File: config.mk
export PLATFORM = sky130hd
export DESIGN_NAME = mem_ctrl
export DESIGN_NICKNAME = d
export VERILOG_FILES = /design/src/rtl/mem_ctrl_pkg.sv /design/src/rtl/mem_ctrl_wcnt.sv /design/src/rtl/mem_ctrl.sv
export SDC_FILE = /design/constraint.sdc
export NUM_CORES = 1
export LEC_CHECK = 0
export ABC_CLOCK_PERIOD_IN_PS = 3650
export BUFFER_PORTS_ARGS = -buffer_cell sky130_fd_sc_hd__buf_2
export CORE_MARGIN = 2
export CORE_UTILIZATION = 43
export DETAILED_ROUTE_END_ITERATION = 10
export PLACE_DENSITY = 0.77
export SKIP_CTS_REPAIR_TIMING = 1
export SYNTH_ARGS = -nofsm -noshare
export SYNTH_HDL_FRONTEND = slang
export SYNTH_HIERARCHICAL = 1
export SYNTH_SLANG_ARGS = --single-unit
File: constraint.sdc
create_clock -name clk_i -period 3.65 [get_ports clk_i]
set_input_delay 0.9125 -clock clk_i [delete_from_list [all_inputs] [get_ports clk_i]]
set_output_delay 0.9125 -clock clk_i [all_outputs]
set_load 0.1 [all_outputs]
File: src/rtl/mem_ctrl_pkg.sv
// mem_ctrl_pkg: shared types and defaults for the memory controller
// Contents: FSM state enum, default DEPTH / WAIT_CYCLES, wait-counter width.
package mem_ctrl_pkg;
    typedef enum logic [1:0] {IDLE, ACCESS, WAIT, RESP} state_e;
    localparam int DEPTH_DEF       = 64;
    localparam int WAIT_CYCLES_DEF = 1;
    localparam int CNT_W           = 4;
endpackage

File: src/rtl/mem_ctrl_wcnt.sv
// mem_ctrl_wcnt: loadable down-counter with a zero flag for RAM wait states
// Ports: clk_i, rst_ni (async active-low), load_i/load_val_i load the count,
//        dec_i decrements (saturating at 0), zero_o = count is 0 after this edge.
module mem_ctrl_wcnt
    import mem_ctrl_pkg::*;
(
    input  logic             clk_i,
    input  logic             rst_ni,
    input  logic             load_i,
    input  logic             dec_i,
    input  logic [CNT_W-1:0] load_val_i,
    output logic             zero_o
);
    logic [CNT_W-1:0] cnt_q, cnt_d;
    always_comb cnt_d = load_i ? load_val_i : (dec_i && cnt_q != '0) ? cnt_q - CNT_W'(1) : cnt_q;
    // flag looks at the next value so the FSM can leave WAIT on the edge the count hits 0
    assign zero_o = cnt_d == '0;
    always_ff @(posedge clk_i or negedge rst_ni)
        if (!rst_ni) cnt_q <= '0;
        else         cnt_q <= cnt_d;
endmodule

File: src/rtl/mem_ctrl.sv
// mem_ctrl: single-outstanding core-to-SRAM access controller with wait states
// Ports: clk_i, rst_ni (async active-low); req_* core request (valid/ready/we/adr/wdata);
//        rsp_* response (valid/ready/rdata/err); ram_* SRAM port (en/we/adr/wdata/rdata,
//        rdata registered one cycle after en).
// Macro MEM_CTRL_ALIGN_CHECK_EN: misaligned byte addresses take the error path.
module mem_ctrl
    import mem_ctrl_pkg::*;
#(
    parameter  int DEPTH       = DEPTH_DEF,
    parameter  int WAIT_CYCLES = WAIT_CYCLES_DEF,
    localparam int AW          = $clog2(DEPTH)
) (
    input  logic          clk_i,
    input  logic          rst_ni,
    input  logic          req_valid_i,
    output logic          req_ready_o,
    input  logic          req_we_i,
    input  logic [31:0]   req_adr_i,
    input  logic [31:0]   req_wdata_i,
    output logic          rsp_valid_o,
    input  logic          rsp_ready_i,
    output logic [31:0]   rsp_rdata_o,
    output logic          rsp_err_o,
    output logic          ram_en_o,
    output logic          ram_we_o,
    output logic [AW-1:0] ram_adr_o,
    output logic [31:0]   ram_wdata_o,
    input  logic [31:0]   ram_rdata_i
);
    state_e        state_q;
    logic          req_ready_q, rsp_valid_q, rsp_err_q, we_q, fresh_q;
    logic          ram_en_q, ram_we_q, bad, zero;
    logic [31:0]   rsp_rdata_q, ram_wdata_q;
    logic [AW-1:0] ram_adr_q;
`ifdef MEM_CTRL_ALIGN_CHECK_EN
    assign bad = req_adr_i[31:2] >= 30'(DEPTH) || req_adr_i[1:0] != 2'b00;
`else
    logic unused_adr;
    assign unused_adr = ^req_adr_i[1:0];
    assign bad = req_adr_i[31:2] >= 30'(DEPTH);
`endif
    mem_ctrl_wcnt u_wcnt (
        .clk_i      (clk_i),
        .rst_ni     (rst_ni),
        .load_i     (state_q == ACCESS),
        .dec_i      (state_q == WAIT),
        .load_val_i (CNT_W'(WAIT_CYCLES)),
        .zero_o     (zero)
    );
    // With no wait states the RAM data only appears in the first RESP cycle, so it is
    // passed through then (fresh_q) and held in rsp_rdata_q from the next cycle on.
    assign rsp_rdata_o = fresh_q ? ram_rdata_i : rsp_rdata_q;
    assign req_ready_o = req_ready_q;
    assign rsp_valid_o = rsp_valid_q;
    assign rsp_err_o   = rsp_err_q;
    assign ram_en_o    = ram_en_q;
    assign ram_we_o    = ram_we_q;
    assign ram_adr_o   = ram_adr_q;
    assign ram_wdata_o = ram_wdata_q;
    always_ff @(posedge clk_i or negedge rst_ni)
        if (!rst_ni) begin
            state_q     <= IDLE;
            req_ready_q <= 1'b1;
            rsp_valid_q <= 1'b0;
            rsp_err_q   <= 1'b0;
            rsp_rdata_q <= '0;
            fresh_q     <= 1'b0;
            we_q        <= 1'b0;
            ram_en_q    <= 1'b0;
            ram_we_q    <= 1'b0;
            ram_adr_q   <= '0;
            ram_wdata_q <= '0;
        end else begin
            ram_en_q <= 1'b0;
            ram_we_q <= 1'b0;
            case (state_q)
                IDLE: if (req_valid_i) begin
                    req_ready_q <= 1'b0;
                    we_q        <= req_we_i;
                    if (bad) begin
                        state_q     <= RESP;
                        rsp_valid_q <= 1'b1;
                        rsp_err_q   <= 1'b1;
                        rsp_rdata_q <= '0;
                    end else begin
                        state_q     <= ACCESS;
                        ram_en_q    <= 1'b1;
                        ram_we_q    <= req_we_i;
                        ram_adr_q   <= req_adr_i[AW+1:2];
                        ram_wdata_q <= req_wdata_i;
                    end
                end
                ACCESS: if (WAIT_CYCLES == 0) begin
                    state_q     <= RESP;
                    rsp_valid_q <= 1'b1;
                    rsp_rdata_q <= '0;
                    fresh_q     <= ~we_q;
                end else state_q <= WAIT;
                WAIT: if (zero) begin
                    state_q     <= RESP;
                    rsp_valid_q <= 1'b1;
                    rsp_rdata_q <= we_q ? '0 : ram_rdata_i;
                end
                RESP: begin
                    fresh_q <= 1'b0;
                    if (fresh_q) rsp_rdata_q <= ram_rdata_i;
                    if (rsp_ready_i) begin
                        state_q     <= IDLE;
                        req_ready_q <= 1'b1;
                        rsp_valid_q <= 1'b0;
                        rsp_err_q   <= 1'b0;
                        rsp_rdata_q <= '0;
                    end
                end
                default: state_q <= IDLE;
            endcase
        end
endmodule

==> results.py, run 1 <==
metrics = {
    "logic_synthesis": {
        "ys_ff_latch": 82,
        "ys_seq_area_share_pct": 61.5,
        "yosysTopAreaCellShare_pct": 60.7,
        "synthTopCellsByArea": "dfrtp_1 61%, mux2_2 9.8%, a22o_1 8.4%, mux2_1 3.0%, ha_1 1.9%",
        "yosysTopAreaCell": "dfrtp_1",
        "yosys-top-cells-count": "81 x dfrtp_1, 32 x a22o_1, 29 x mux2_2",
        "yosysWarningCount": 6,
        "synth-edff-count": 0,
        "syn-cell-area_um2": 3340,
        "syn_inst": 236,
        "synthArstFlopShare_pct": 100,
        "synth.distinct_cells": 43,
        "synth_most_common_cell": "dfrtp_1",
        "syn_area_per_cell_um2": 14.2,
        "synth_flop_cell": "dfrtp_1",
    },
    "setup_path": {
        "cp_max_fo": 30,
        "worstReg2RegStart": "state_q[0]$_DFFE_PN0P_",
        "cp-endpoint": "rsp_rdata_q[1]$_DFFE_PN0P_",
        "critPathRequiredTime_ps": 3870,
        "critPathKind": "flop to flop",
        "crit_arrival_ps": 3430,
        "crit_chain": "inv_1 -> ha_1 -> nor4b_4 -> nor3b_1 -> a221o_1 -> nor4_2 -> nand2b_1 -> nand3_1 -> a311o_1 -> buf_4 -> a22o_1",
        "r2r-end": "rsp_rdata_q[1]$_DFFE_PN0P_",
        "reg2reg_slack_ps": 440,
        "cp-startpoint": "state_q[0]$_DFFE_PN0P_",
        "end_kind": "flop",
        "cpPeakStageDelay_ps": 410,
        "rr_worst_depth": 11,
        "slowest_stage": "dfrtp_1",
        "startpoint_type": "flop",
    },
    "power_and_ir_drop": {
        "pwr-share-comb_pct": 48.2,
        "p_per_area_nw_per_um2": 808,
        "swShare_pct": 47.9,
        "pwr-share-seq_pct": 32.2,
        "ir_worst_vdd_v": 0.000619,
        "p_int_w": 0.00192,
        "net-switching-power_w": 0.00176,
        "power_leakage_nw": 2.55,
        "clkPwrFrac_pct": 19.7,
    },
    "route": {
        "route.detailed.drc": 0,
        "drtPass1Iterations": 4,
        "drt-total-wl_mm": 7.97,
        "drtIter0Drc": 56,
        "num_vias": 2574,
        "ant_nets": 0,
        "via_per_inst": 4.94,
        "wl_per_cell_um": 15.3,
    },
    "sta": {
        "final.setup.worst_slack_ps": 438,
        "finalHoldViolations": 0,
        "whs_ps": 479,
        "slew_violations": 0,
        "fmax_ghz": 0.311,
        "setup_tns_ps": 0,
        "slew_headroom_pct": 33.5,
        "rsz0062_at_grt": "false",
        "min_period_ps": 3210,
        "worstMarginPinSlew_ps": 998,
        "setup_violations": 0,
        "period_share_pct": 88.0,
        "fin_skew_ps": 9.30,
    },
    "die": {
        "start_util_pct": 43.9,
        "core_area_um2": 7610,
        "ioPinCount": 176,
        "die_h_um": 92.1,
        "rows": 32,
        "die_area_um2": 8490,
        "die_w_um": 92.1,
    },
    "worst_hold_path": {
        "hold_depth": 2,
        "hold_class": "flop to flop",
    },
    "placement": {
        "place_hpwl_mm": 6.09,
        "io_buffers": 173,
        "place.gp.congestion": 0.770,
        "place_ws_ps": 451,
    },
    "cts": {
        "cts-root-buf": "clkbuf_8",
        "clk_pin_slew_ps": 80,
        "clock_path_buffers": 2,
        "numCtsBuffers": 9,
        "clk_latency_ps": 340,
        "h-tree-depth": 3,
        "cts_tree": "done",
        "cts.sinks": 82,
    },
    "flow_run": {
        "max_cap_viol_count": 0,
    },
    "final_layout": {
        "syn2layout_area_growth_pct": 36.2,
        "finalCoreUtilization_pct": 59.8,
        "num_antenna_cells": 0,
        "nNetsFinal": 520,
        "drive_gt1_share_pct": 55.4,
    },
    "global_route": {
        "grt_pass1_vias": 2616,
        "antenna_found_initial": 0,
        "grt_max_degree": 83,
        "globalRouteTotalUtil_pct": 18.8,
        "grt_overflow_total": 0,
        "grt_pass1_wl_mm": 12.4,
    },
    "run_status": {
        "outcome": "finished clean",
    },
}
==> worst max-delay path, delay by kind of cell (launching register included) <==
family | cells | cell delay (ps)
adder cells (fa/ha/maj) | 1 | 350
buffers and inverters | 2 | 360
AO/OA/AOI/OAI | 3 | 1000
AND/OR/NAND/NOR | 5 | 980
flip-flops | 1 | 410
==> registers in the layout, indices dropped and copies added, names as in the netlist <==
name          cells
state_q           2
ram_wdata_o      32
rsp_err_o         1
rsp_rdata_q      32
ram_en_o          1
ram_we_o          1
we_q              1
rsp_valid_o       1
req_ready_o       1
ram_adr_o         6
u_wcnt/cnt_q      4
==> metrics by stage <==
step / instances / total power [W] / cell area [µm²]
after CTS: 521 / 0.00370 / 4550
final: 521 / 0.00367 / 4550
after global routing: 521 / 0.00386 / 4550
after detailed placement: 505 / 0.00298 / 4320
after global placement: 505 / 0.00292 / 4320
after floorplan: 238 / 0.00261 / 3350
==> cells in the final DEF (no fill, tap or decap), drive strengths merged, types with 2 or more instances in the layout <==
cell	count
nor3	5
conb	4
a21oi	4
inv	6
dfrtp	81
a22o	32
o21ai	3
nand2b	4
nor4	7
nor3b	2
clkinv	3
buf	176
bufinv	2
a311oi	2
nand2	8
mux2	38
ha	5
nand3	3
nor2	3
and3	2
clkbuf	10
==> worst min-delay path by stage <==
| stage | from | slack, ps | endpoint |
|---|---|---|---|
| finish | we_q$_DFFE_PN0P_ | 480 | we_q$_DFFE_PN0P_ |
| global placement | we_q$_DFFE_PN0P_ | 460 | we_q$_DFFE_PN0P_ |
| CTS | we_q$_DFFE_PN0P_ | 480 | we_q$_DFFE_PN0P_ |
| global route | ram_wdata_o[14]$_DFFE_PN0P_ | 500 | ram_wdata_o[14]$_DFFE_PN0P_ |
| floorplan | we_q$_DFFE_PN0P_ | 440 | we_q$_DFFE_PN0P_ |
| detailed placement | we_q$_DFFE_PN0P_ | 470 | we_q$_DFFE_PN0P_ |
==> power by group through the flow <==
stage,clock network [W],registers (W),logic [W]
finish,0.000723,0.00118,0.00177
global placement,0,0.00119,0.00174
detailed placement,0,0.00119,0.00178
CTS,0.000740,0.00118,0.00178
floorplan,0,0.00199,0.000614
global route,0.000781,0.00120,0.00188
==> layout make-up <==
| type | instances | area [µm²] |
|---|---|---|
| Timing Repair Buffer | 176 | 891 |
| Sequential cell | 82 | 2050 |
| Clock inverter | 6 | 90.1 |
| Clock buffer | 10 | 138 |
| Tap cell | 102 | 128 |
| Inverter | 6 | 22.5 |
| Fill cell | 620 | 3060 |
| Multi-Input combinational cell | 139 | 1230 |
==> per-layer routing <==
metal	routed length (µm)	GRT usage, %	share of wire, %	vias to the layer above
li1	-	-	-	1231
met1	3330	22.5	42	1196
met2	3910	32.7	49	139
met3	617	5.09	7.7	8
met4	105	6.84	1.3	0
met5	0	0	0	-
==> logic make-up (layout without fill, tap and decap cells) <==
group,after synthesis,in the layout,share of synthesized area (%)
mux,38,38,12.8
buf+inv,17,198,2.55
other cells,2,4,0.225
flops,82,82,61.5
compound gates,51,51,12.5
simple gates,41,41,8.54
fa+ha+maj,5,5,1.87
(Power assumes the default switching activity.)
==> run 2, diff against run 1 <==
Settings changed: CORE_UTILIZATION 43 to 29, PLACE_DENSITY 0.77 to not set, PLACE_DENSITY_LB_ADDON set to 0.25.
==> run 2 against run 1 <==
  * Maximum frequency rose by 5.2%
  * Count of clock-buffer cells in the layout rose by 4
  * Sequential power barely moved
  * Total power rose by 5.0%
  * Hold slack improved by 1.3 ps
  * Worst setup slack improved by 160 ps
  * Clock power rose by 24%
  * Wire length fell by 2.0%
  * Critical path depth did not move
  * Clock skew fell by 1.6 ps
  * Sequential share of layout area fell by 1.2 points
  * Die area rose by 46%
==> results.py, run 2 (same netlist as run 1, synthesis figures left out) <==
metrics = {
    "run_status": {
        "outcome": "finished clean",
    },
    "power_and_ir_drop": {
        "power_leakage_nw": 2.58,
        "ir_worst_vdd_v": 0.000558,
        "total_power_w": 0.00386,
        "p_per_area_nw_per_um2": 825,
    },
    "final_layout": {
        "nNetsFinal": 520,
        "final_cells": 562,
        "num_antenna_cells": 0,
        "syn2layout_area_growth_pct": 39.9,
        "layout_commonest_cell": "buf_2",
        "drive_gt1_share_pct": 54.7,
        "fillers": 1113,
        "final_cell_mix": "172 x buf_2, 81 x dfrtp_1, 32 x a22o_1",
    },
    "setup_path": {
        "cp_max_fo": 32,
        "reg2reg_slack_ps": 600,
        "critPathKind": "flop to flop",
        "rr_worst_depth": 11,
        "r2r-end": "rsp_rdata_q[28]$_DFFE_PN0P_",
        "startpoint_type": "flop",
        "critPathRequiredTime_ps": 3860,
        "crit_arrival_ps": 3260,
        "worstReg2RegStart": "state_q[0]$_DFFE_PN0P_",
        "end_kind": "flop",
    },
    "route": {
        "drtIter0Drc": 112,
        "wl_per_cell_um": 13.9,
        "drtPass1Iterations": 4,
        "num_vias": 2547,
        "ant_nets": 0,
        "route.detailed.drc": 0,
        "drt-total-wl_mm": 7.80,
        "via_per_inst": 4.53,
    },
    "sta": {
        "slew_headroom_pct": 30.8,
        "final.setup.worst_slack_ps": 597,
        "min_period_ps": 3050,
        "slew_violations": 0,
        "finalHoldViolations": 0,
        "setup_tns_ps": 0,
        "whs_ps": 481,
        "setup_violations": 0,
        "worstMarginPinSlew_ps": 1040,
        "period_share_pct": 83.6,
        "fmax_ghz": 0.328,
        "rsz0062_at_grt": "false",
        "fin_skew_ps": 7.67,
    },
    "cts": {
        "numCtsBuffers": 9,
        "clk_latency_ps": 330,
        "cts.sinks": 82,
        "h-tree-depth": 3,
        "clk_pin_slew_ps": 60,
        "cts_tree": "done",
        "cts-root-buf": "clkbuf_16",
        "clock_path_buffers": 2,
    },
    "global_route": {
        "grt_pass1_vias": 2522,
        "grt_overflow_total": 0,
        "globalRouteTotalUtil_pct": 12.9,
        "antenna_found_initial": 0,
        "grt_max_degree": 83,
        "grt_pass1_wl_mm": 13.0,
    },
    "die": {
        "rows": 39,
        "core_area_um2": 11300,
        "ioPinCount": 176,
        "die_w_um": 111,
        "die_h_um": 111,
        "die_area_um2": 12400,
        "start_util_pct": 29.5,
    },
    "worst_hold_path": {
        "hold_end": "we_q$_DFFE_PN0P_",
        "hold_depth": 2,
        "min_from": "we_q$_DFFE_PN0P_",
        "hold_class": "flop to flop",
    },
    "placement": {
        "place_hpwl_mm": 5.56,
        "placed_cells": 546,
        "io_buffers": 173,
        "place_ws_ps": 589,
        "place.gp.congestion": 0.752,
    },
    "flow_run": {
        "max_cap_viol_count": 0,
    },
}
==> run 2: metrics by stage <==
stage / area, µm² / utilization, %
6_report: 4670 / 41.3
4_1_cts: 4670 / 41.3
5_1_grt: 4670 / 41.3
3_3_place_gp: 4370 / 38.6
2_1_floorplan: 3350 / -
3_5_place_dp: 4370 / 38.6
==> run 2: power breakdown <==
| group | internal [W] | switching [W] |
|---|---|---|
| logic | 0.000435 | 0.00134 |
| clock network | 0.000567 | 0.000332 |
| registers | 0.00108 | 0.000106 |
| total | 0.00208 | 0.00178 |
==> run 2: per-layer routing <==
layer / GRT usage (%) / up-vias / part of all wire [%]
met5: 0 / - / 0
met4: 4.36 / 0 / 1.6
li1: - / 1231 / -
met2: 18.7 / 111 / 44
met1: 17.9 / 1197 / 46
met3: 4.90 / 8 / 8.1
==> run 2: worst max path at each step <==
stage	start	cells past startpoint	slack, ps	endpoint
final	state_q[0]$_DFFE_PN0P_	11	600	rsp_rdata_q[28]$_DFFE_PN0P_
after floorplan	state_q[0]$_DFFE_PN0P_	11	970	rsp_rdata_q[10]$_DFFE_PN0P_
after global routing	state_q[0]$_DFFE_PN0P_	11	290	rsp_rdata_q[28]$_DFFE_PN0P_
after detailed placement	state_q[0]$_DFFE_PN0P_	11	590	rsp_rdata_q[7]$_DFFE_PN0P_
after global placement	state_q[0]$_DFFE_PN0P_	11	620	rsp_rdata_q[19]$_DFFE_PN0P_
after CTS	state_q[0]$_DFFE_PN0P_	11	570	rsp_rdata_q[28]$_DFFE_PN0P_
==> run 2: cell type report <==
class	count	area [µm²]	area share, %
sequential	82	2050	43.9
clock buffer	14	264	5.65
inverter	6	22.5	0.482
timing repair buffer	176	891	19.1
multi-input combinational	139	1230	26.3
clock inverter	2	35.0	0.750
tap	143	179	3.83
==> run 2: critical path: stages (launching register included) <==
cell,delay [ps]
dfrtp_1,400
inv_1,100
ha_1,320
nor4b_4,270
nor3b_1,80
a221o_1,300
nor4_2,240
nand2b_1,140
nand3_1,180
a311o_1,360
buf_4,240
a22o_1,270
==> run 3, diff against run 2 <==
Settings changed: ABC_CLOCK_PERIOD_IN_PS 3650 to 3100.
Clock period 3.65 ns to 3.1 ns, I/O delays scaled along.
==> run 3 against run 2 <==
  * Clock skew is 1.2 ps lower
  * Sequential power is 18% higher
  * Largest power group unchanged
  * Combinational power is 23% higher
  * Clock power is 11% higher
==> results.py, run 3 (same netlist as run 1, synthesis figures left out) <==
metrics = {
    "run_status": {
        "outcome": "finished clean",
    },
    "power_and_ir_drop": {
        "pwr-share-comb_pct": 47.5,
        "swShare_pct": 46.0,
        "ir_worst_vdd_v": 0.000587,
        "power_leakage_nw": 2.60,
        "pwr-share-seq_pct": 30.5,
        "clkPwrFrac_pct": 22.0,
        "p_int_w": 0.00247,
        "p_per_area_nw_per_um2": 968,
        "net-switching-power_w": 0.00210,
    },
    "final_layout": {
        "layout_commonest_cell": "buf_2",
        "nNetsFinal": 523,
        "drive_gt1_share_pct": 55.1,
        "syn2layout_area_growth_pct": 41.2,
        "final_cell_mix": "172 x buf_2, 81 x dfrtp_1, 32 x a22o_1",
        "final_cells": 562,
        "num_antenna_cells": 0,
    },
    "cts": {
        "h-tree-depth": 3,
        "clk_pin_slew_ps": 60,
        "clk_latency_ps": 330,
        "clock_path_buffers": 2,
        "cts.sinks": 82,
        "cts_tree": "done",
        "numCtsBuffers": 9,
        "cts-root-buf": "clkbuf_16",
    },
    "placement": {
        "place_hpwl_mm": 5.79,
        "io_buffers": 173,
        "place.gp.congestion": 0.776,
        "placed_cells": 549,
    },
    "route": {
        "drt-total-wl_mm": 7.96,
        "num_vias": 2580,
        "drtIter0Drc": 117,
        "route.detailed.drc": 0,
        "via_per_inst": 4.59,
        "ant_nets": 0,
        "wl_per_cell_um": 14.2,
        "drtPass1Iterations": 4,
    },
    "setup_path": {
        "startpoint_type": "flop",
        "crit_arrival_ps": 3030,
        "crit_buf_inv": 3,
        "crit_chain": "inv_1 -> ha_1 -> nor3b_1 -> or3_2 -> a31oi_1 -> nor4_2 -> nand2b_1 -> nand3_1 -> buf_4 -> a311oi_4 -> buf_12 -> a22o_1",
        "cp_max_fo": 32,
        "critPathRequiredTime_ps": 3370,
        "critPathKind": "flop to flop",
        "end_kind": "flop",
        "slowest_stage": "dfrtp_1",
        "critPathTopFamily": "simple AND/OR/NAND/NOR gates",
        "cpPeakStageDelay_ps": 430,
    },
    "die": {
        "ioPinCount": 176,
        "rows": 39,
        "die_w_um": 111,
        "die_h_um": 111,
        "start_util_pct": 29.5,
        "die_area_um2": 12400,
        "core_area_um2": 11300,
    },
    "sta": {
        "slew_headroom_pct": 66.0,
        "worstMarginPinSlew_ps": 514,
        "rsz0062_at_grt": "false",
        "slew_violations": 0,
        "min_period_ps": 2770,
        "setup_violations": 0,
        "setup_tns_ps": 0,
        "finalHoldViolations": 0,
        "period_share_pct": 89.2,
        "whs_ps": 391,
        "fin_skew_ps": 6.50,
        "fmax_ghz": 0.361,
    },
    "global_route": {
        "globalRouteTotalUtil_pct": 13.4,
        "grt_pass1_wl_mm": 13.2,
        "grt_pass1_vias": 2648,
        "grt_overflow_total": 0,
        "grt_max_degree": 49,
        "antenna_found_initial": 0,
    },
    "flow_run": {
        "max_cap_viol_count": 0,
    },
    "worst_hold_path": {
        "hold_class": "input pin to async pin",
    },
}
==> run 3: cell types whose count changed in the layout (fill, tap and decap cells not counted), sizes merged <==
cell,change
buf,+3
clkbuf,-4
clkinv,+1
==> run 3: cell type report <==
type | count | area (µm²)
Clock buffer | 10 | 229
Clock inverter | 3 | 43.8
Fill cell | 1111 | 6600
Inverter | 6 | 22.5
Multi-Input combinational cell | 139 | 1230
Sequential cell | 82 | 2050
Tap cell | 143 | 179
Timing Repair Buffer | 179 | 963
==> run 3: worst paths after layout <==
kind | start | end | slack, ps | depth (start not counted)
min in group clk_i | ram_wdata_o[13]$_DFFE_PN0P_ | ram_wdata_o[13]$_DFFE_PN0P_ | 480 | 1
max in group asynchronous | rst_ni | ram_wdata_o[17]$_DFFE_PN0P_ | 2090 | 2
hold / removal | rst_ni | ram_adr_o[0]$_DFFE_PN0P_ | 390 | 1
setup reg to reg | u_wcnt/cnt_q[0]$_DFF_PN0_ | rsp_rdata_q[19]$_DFFE_PN0P_ | 330 | 12
hold reg to reg | ram_wdata_o[13]$_DFFE_PN0P_ | ram_wdata_o[13]$_DFFE_PN0P_ | 480 | 1
setup / recovery | u_wcnt/cnt_q[0]$_DFF_PN0_ | rsp_rdata_q[19]$_DFFE_PN0P_ | 330 | 12
==> run 3: per-layer routing <==
layer	global-route usage (%)	routed length, µm
met1	17.7	3560
met2	20.4	3630
met3	4.08	625
met4	6.09	156
met5	0	0
==> run 3: through the flow <==
step	utilization, %	total power (W)	worst slack, ps	instance area [µm²]
after floorplan	-	0.00307	418	3350
after global placement	39.3	0.00358	353	4450
after detailed placement	39.3	0.00361	335	4450
after CTS	41.7	0.00464	307	4720
after global routing	41.7	0.00484	41.7	4720
final	41.7	0.00457	333	4720
==> run 3: power by group through the flow <==
| stage | sequential (W) | combinational, W | clock [W] |
|---|---|---|---|
| 6_report | 0.00139 | 0.00217 | 0.00100 |
| 3_3_place_gp | 0.00140 | 0.00218 | 0 |
| 4_1_cts | 0.00139 | 0.00220 | 0.00105 |
| 5_1_grt | 0.00142 | 0.00233 | 0.00109 |
| 3_5_place_dp | 0.00140 | 0.00221 | 0 |
| 2_1_floorplan | 0.00235 | 0.000723 | 0 |
